File: src/rtl/sseg.sv
// Seven-segment glyph renderer: colours the current pixel white when it lies
// inside a lit segment of this instance's glyph, black (0) everywhere else.
module sseg #(
  parameter int X = 25,
  parameter int Y = 0,
  parameter int W = 60,
  parameter int H = 160,
  parameter int T = 10
) (
  input  logic       dclk,
  input  logic       clr,
  input  logic [7:0] bcd,
  input  logic [9:0] x,
  input  logic [9:0] y,
  output logic [2:0] r,
  output logic [2:0] g,
  output logic [2:0] b
);

  localparam logic [11:0] XP   = 12'(X);
  localparam logic [11:0] YP   = 12'(Y);
  localparam logic [11:0] WP   = 12'(W);
  localparam logic [11:0] HP   = 12'(H);
  localparam logic [11:0] TP   = 12'(T);
  localparam logic [11:0] WMT  = 12'(W - T);
  localparam logic [11:0] WPT  = 12'(W + T);
  localparam logic [11:0] HMT  = 12'(H - T);
  localparam logic [11:0] H2   = 12'(H / 2);
  localparam logic [11:0] GLO  = 12'(H / 2 - T / 2);
  localparam logic [11:0] GHI  = 12'(H / 2 + T / 2);

  logic [11:0] xe, ye, u, v;
  logic        in_org;
  logic        hu_mid, hu_left, hu_right, hu_dp;
  logic        vv_top, vv_mid, vv_bot, vv_upper, vv_lower;
  logic [7:0]  seg_hit;
  logic        pix_on;

  // Widened before subtracting so wrapped porch values (e.g. 1020) stay
  // large positive numbers and fall outside the box instead of going negative.
  always_comb begin
    xe     = {2'b00, x};
    ye     = {2'b00, y};
    in_org = (xe >= XP) && (ye >= YP);
    u      = xe - XP;
    v      = ye - YP;

    hu_mid   = (u >= TP)  && (u < WMT);
    hu_left  = (u < TP);
    hu_right = (u >= WMT) && (u < WP);
    hu_dp    = (u >= WP)  && (u < WPT);

    vv_top   = (v < TP);
    vv_mid   = (v >= GLO) && (v < GHI);
    vv_bot   = (v >= HMT) && (v < HP);
    vv_upper = (v >= TP)  && (v < H2);
    vv_lower = (v >= H2)  && (v < HMT);

    seg_hit    = 8'h00;
    seg_hit[0] = vv_top   && hu_mid;
    seg_hit[1] = vv_upper && hu_right;
    seg_hit[2] = vv_lower && hu_right;
    seg_hit[3] = vv_bot   && hu_mid;
    seg_hit[4] = vv_lower && hu_left;
    seg_hit[5] = vv_upper && hu_left;
    seg_hit[6] = vv_mid   && hu_mid;
    seg_hit[7] = vv_bot   && hu_dp;

    pix_on = in_org && |(seg_hit & ~bcd);
  end

  always_ff @(posedge dclk) begin
    if (clr) begin
      r <= 3'b000;
      g <= 3'b000;
      b <= 3'b000;
    end else begin
      r <= {3{pix_on}};
      g <= {3{pix_on}};
      b <= {3{pix_on}};
    end
  end

endmodule

File: config.mk
export PLATFORM = sky130hd
export DESIGN_NAME = sseg
export DESIGN_NICKNAME = d
export VERILOG_FILES = /design/src/rtl/sseg.sv
export SDC_FILE = /design/constraint.sdc
export NUM_CORES = 1
export LEC_CHECK = 0
export CAP_MARGIN = 20
export CORE_MARGIN = 1.5
export CORE_UTILIZATION = 36
export DETAILED_ROUTE_END_ITERATION = 10
export PLACE_DENSITY = 0.77
export REMOVE_ABC_BUFFERS = 1
export SLEW_MARGIN = 0
export SYNTH_ARGS = -nofsm -noshare
export SYNTH_HDL_FRONTEND = slang
export SYNTH_SLANG_ARGS = --single-unit
File: constraint.sdc
create_clock -name dclk -period 2 [get_ports dclk]
set_clock_uncertainty 0.1 [all_clocks]
set_input_delay 0.5 -clock dclk [delete_from_list [all_inputs] [get_ports dclk]]
set_output_delay 0.5 -clock dclk [all_outputs]
set_load 0.01 [all_outputs]
==> impl_metrics.toml, run 1 <==
[status]
status = "complete, but fails checks"
violations = "negative setup slack"

[yosys]
yosys_warnings = 0
ys_ff_latch = 1
avgSynthCellArea_um2 = 6.424
synthesis.area_um2 = 764.5
ys_types = 42
synthCells = 119
synth-seq-area-share_pct = 2.619

[sta]
worst_pin_slew_ps = 342.5
relSlewSlack_pct = 76.96
hold_violations = 0
timing.final.crit_period_ps = 2246
fmax_mhz = 445.3
timing.setup.tns_ps = -245.9
holdWs_ps = 1068
rsz0062_at_grt = "true"
setup_viol = 1
post-route-period-util_pct = 112.3
setup_ws_ps = -245.9
drv_slew = 0

[run]
drv_cap = 0

[floorplanning]
core_mm2 = 0.001982
fp.dieH_um = 49.08
fp-row-count = 16
initial_core_util_pct = 38.57
die_area_mm2 = 0.002409
io_pins = 39
fp.dieW_um = 49.08

[setup_path]
cp_data_arrival_time_ps = 2030
critPathTopFamily = "compound AO/OA/AOI/OAI gates"
crit_slowest_cell = "or3_4"
critical_path.max_stage_delay_ps = 420
path_class = "in2reg"
start_kind = "primary input"
cp-end-kind = "flop"
crit_required_ps = 1780
worst-path-buf-inv = 2
worstPathCellList = "buf_6, buf_6, or3_4, a21boi_2, o21ba_1, a31oi_1, or3_1, a31oi_1, o21a_1"
worstPathMaxFanout = 6

[final_layout]
antenna_cells = 0
largest_register_ffs = 1
regMostFlops = "g"
layout-drive-gt1-share_pct = 37.97
fill_cells = 127
final_util_pct = 78.54
num-nets-final = 222
layout_top_registers = "g (1)"
area_delta_synth_final_pct = 103.6

[global_routing]
grt_overflow_total = 0
grt_pass1_vias = 1025
grt_usage_pct = 21.47
grt_max_degree = 13
antenna_found_initial = 0
grt_pass1_wl_um = 4340

[placement]
dp_hpwl_um = 1958
dp_slack_ps = -728.7
io_buffer_count = 38
gp_congestion = 0.9576

[power]
p_total_uw = 297.8
vdd_drop_max_mv = 0.1346
power.leakage_nw = 0.6371
power_density_mw_per_mm2 = 191.3

[detailed_routing]
wl_um = 2969
wl_per_cell_um = 13.87
first_pass_iters = 4
viasPerCell = 5.505
ant_nets = 0
drtIter0Drc = 31
drc = 0
vias = 1178

[clock_network]
ctsHoldBuffers = 0
clkTransAtPathRegs_ps = 0

[hold_path]
hold_path.class = "in2reg"
-- placed cells by master (no fill, tap or decap), drive strengths merged, types with 2 or more instances in the layout --
master,Yosys,routed
buf,13,46
clkdlybuf4s50,0,23
nor2,14,14
o21ai,11,11
dlygate4sd2,0,9
nand3,6,6
nand2,6,6
nor2b,6,6
a31oi,5,5
nor3,5,5
nand3b,4,4
nand2b,4,4
a21oi,3,3
a211oi,3,3
ha,3,3
clkdlybuf4s15,0,3
inv,3,3
and2b,2,2
nand4,2,2
nor3b,2,2
o21a,2,2
xnor2,2,2
or3,2,2
nor4,2,2
a21boi,2,2
o22ai,2,2
-- layer usage --
| layer | vias up | track usage, % | part of all wire, % |
|---|---|---|---|
| met1 | 528 | 27.32 | 42 |
| li1 | 576 | - | - |
| met5 | - | 0 | 0 |
| met2 | 65 | 40.09 | 49 |
| met3 | 9 | 1.227 | 6.4 |
| met4 | 0 | 2.857 | 2.8 |
-- cell usage after synthesis --
| cell type | number | area, µm² |
|---|---|---|
| or3_1 | 2 | 12.51 |
| nand3b_1 | 4 | 30.03 |
| dfxtp_1 | 1 | 20.02 |
| a31oi_1 | 5 | 31.28 |
| clkbuf_1 | 1 | 3.750 |
| nand2_1 | 6 | 22.52 |
| o21ai_0 | 8 | 40.04 |
| o21ai_1 | 3 | 15.01 |
| nor4_2 | 1 | 12.51 |
| ha_1 | 3 | 37.54 |
| nor2b_1 | 6 | 37.54 |
| nor4_1 | 1 | 6.260 |
| inv_1 | 3 | 11.26 |
| nand4_1 | 2 | 12.51 |
| buf_4 | 10 | 75.07 |
| buf_2 | 3 | 15.01 |
| a32oi_1 | 1 | 8.760 |
| o221ai_2 | 1 | 15.01 |
| a2111oi_0 | 1 | 8.760 |
| a21oi_1 | 3 | 15.01 |
| o21a_1 | 2 | 15.01 |
| a21boi_1 | 2 | 15.01 |
| nand3_1 | 6 | 30.03 |
| o211ai_1 | 1 | 7.510 |
| a2bb2oi_1 | 1 | 8.760 |
| a21o_1 | 1 | 7.510 |
| nor2_1 | 14 | 52.55 |
| a22oi_1 | 1 | 7.510 |
| xnor2_1 | 2 | 17.52 |
| nor3b_1 | 2 | 15.01 |
| o31ai_1 | 1 | 7.510 |
| a221o_1 | 1 | 10.01 |
| and2b_1 | 2 | 15.01 |
| o21bai_1 | 1 | 7.510 |
| nor3_1 | 5 | 25.02 |
| o41ai_1 | 1 | 8.760 |
| nand2b_1 | 3 | 18.77 |
| o21ba_1 | 1 | 10.01 |
| or2_1 | 1 | 6.260 |
| a211oi_1 | 3 | 22.52 |
| nand2b_4 | 1 | 13.76 |
| o22ai_1 | 2 | 12.51 |
-- metrics by stage --
stage,cell area (µm²),std cells
5_1_grt,1556,214
3_3_place_gp,1303,199
4_1_cts,1441,209
3_5_place_dp,1303,199
6_report,1556,214
2_1_floorplan,670.6,105
-- layout make-up --
| type | instances | area (µm²) | share of cell area, % |
|---|---|---|---|
| inverters | 3 | 13.76 | 0.8842 |
| repair buffers | 82 | 721.9 | 46.38 |
| flip-flops and latches | 1 | 20.02 | 1.286 |
| multi-input cells | 101 | 767.0 | 49.28 |
| well taps | 27 | 33.78 | 2.170 |
-- kinds of logic after synthesis --
kind of cell    Yosys count  share of synthesized area (%)
xor+xnor                  2                          2.292
fa+ha+maj                 3                          4.911
compound gates           40                          35.84
simple gates             56                          40.59
buf+inv                  17                          13.75
flops                     1                          2.619
-- tightest hold or removal path: cells and delay by family --
| family | cells | cell delay (ps) |
|---|---|---|
| buffers and inverters | 1 | 470 |
| AO/OA/AOI/OAI | 2 | 140 |
-- repair_timing --
action / CTS / global route
pin swaps: 15 / 20
setup buffers: 9 / 5
cloned: 1 / 0
resized for setup: 47 / 19
setup endpoints to repair: 1 / 1
-- final timing paths --
kind / startpoint / end / slack [ps] / depth (start not counted)
setup / recovery: x[0] / g[0]$_SDFF_PP0_ / -250 / 9
hold / removal: x[9] / g[0]$_SDFF_PP0_ / 1070 / 3
-- power breakdown --
part,internal (mW),switching (mW)
combinational,0.157,0.121
clock,0,0
sequential,0.0204,0.0000509
total,0.177,0.121
Power figures use the tool's default switching activity.
==> run 2: changes to the inputs <==
- CORE_UTILIZATION: 36 -> 43
- PLACE_DENSITY: 0.77 -> 0.86
- clock period: 2 -> 2.6 ns (I/O delays scaled with it)
==> run 2 against run 1 <==
Compared with the run above: the flow now finishes without violations; routed wire length decreased by 13%; via count decreased by 10%; critical path depth unchanged; die area decreased by 15%; sequential power decreased by 23%; worst hold slack improved by 95 ps; power decreased by 34%; cell count decreased by 14%; critical endpoint unchanged; largest cell class unchanged; largest power group unchanged.
==> impl_metrics.toml, run 2 (synthesis gave the netlist of run 1 again) <==
[status]
status = "finished, final reports clean"

[final_layout]
largest_register_ffs = 1
area_delta_synth_final_pct = 72.18
fin_area_mm2 = 0.001316
regMostFlops = "g"
antenna_cells = 0
num-nets-final = 201
final_cell_mix = "31 x clkdlybuf4s50_1, 22 x buf_4, 14 x nor2_1"
layout_commonest_cell = "clkdlybuf4s50_1"
layout_top_registers = "g (1)"
layout-drive-gt1-share_pct = 21.69

[setup_path]
worstPathMaxFanout = 6
start_kind = "primary input"
path_class = "in2reg"
cp_data_arrival_time_ps = 2290
cp-end-kind = "flop"
crit_required_ps = 2380

[run]
drv_cap = 0

[global_routing]
grt-busiest-layer = "met2"
grt_pass1_vias = 938
grt_max_degree = 13
antenna_found_initial = 0
use_met1_pct = 29.83
grt_pass1_wl_um = 3857
grt_usage_pct = 24.18
grt_util_met2_pct = 45.71
grt_util_met3_pct = 2.000
grt_overflow_total = 0

[floorplanning]
fp.dieH_um = 45.17
fp-row-count = 15
fp.dieW_um = 45.17
die_area_mm2 = 0.002040
io_pins = 39
core_mm2 = 0.001689
initial_core_util_pct = 45.26

[detailed_routing]
first_pass_iters = 5
vias = 1059
wl_per_cell_um = 14.10
ant_nets = 0
drtIter0Drc = 23
wl_um = 2581
viasPerCell = 5.787
drc = 0

[power]
power_density_mw_per_mm2 = 149.3
power.leakage_nw = 0.5295
vdd_drop_max_mv = 0.09867

[clock_network]
clkTransAtPathRegs_ps = 0
ctsHoldBuffers = 0

[placement]
gp_congestion = 0.9127
dp_slack_ps = -321.1
dp_hpwl_um = 1893
placed_area_mm2 = 0.001207
io_buffer_count = 38

[sta]
post-route-period-util_pct = 96.54
relSlewSlack_pct = 70.58
timing.final.crit_period_ps = 2510
drv_slew = 0
hold_violations = 0
rsz0062_at_grt = "false"
setup_ws_ps = 89.89
worst_pin_slew_ps = 437.9
setup_viol = 0
fmax_mhz = 398.4

[hold_path]
hold_path.class = "in2reg"
whs_path_depth = 4
[run 2: cell types whose count changed in the layout (fill, tap and decap cells not counted), moves of 4 or more]
cell             delta
buf_4              -15
buf_6               -6
clkdlybuf4s50_1     +8
dlygate4sd2_1       -6
dlymetal6s2s_1      +4
[run 2: power breakdown]
part / switching, mW / total, mW / internal [mW] / leakage, nW
registers: 0.0000402 / 0.0157 / 0.0157 / 0.00805
logic: 0.0798 / 0.181 / 0.101 / 0.521
clock network: 0 / 0 / 0 / 0
[run 2: metal layers]
layer,routed length (µm),part of all wire (%)
met2,1314,51
met1,1006,39
met4,55,2.1
met5,0,0
met3,204,7.9
[run 2: per-stage QoR]
step                hold slack, ps  utilization [%]  instances  total power [mW]  TNS, ps
floorplan                    727.3                -        105           0.07746        0
global placement              1211            71.48        178            0.1707   -223.0
detailed placement            1216            71.48        178            0.1735   -321.1
CTS                           1216            74.30        181            0.1840        0
global route                  1217            77.93        183            0.2118        0
finish                        1163            77.93        183            0.1965        0
[run 2: path summary, 6_finish.rpt]
kind,to,start
worst min-delay path,g[0]$_SDFF_PP0_,y[4]
worst max-delay path,g[0]$_SDFF_PP0_,x[1]
[run 2: final cells by class]
type	count	area, µm²
fill	127	372.9
inverter	3	11.26
multi-input combinational	101	700.7
sequential	1	20.02
tap	17	21.27
timing repair buffer	61	563.0
[run 2: what timing repair did]
| action | CTS | global route |
|---|---|---|
| endpoints found under the hold margin | 0 | 0 |
| gates resized for setup | 11 | 14 |
| buffers inserted | 3 | 2 |
| pin swaps | 5 | 7 |
| endpoints found under the setup margin | 1 | 1 |
[run 2: critical path: stages]
cell and delay [ps]:
dlygate4sd2_1 250, buf_4 150, or3_4 430, a21boi_1 160, o21ba_1 180, a31oi_1 120
or3_1 110, a31oi_1 70, o21a_1 170
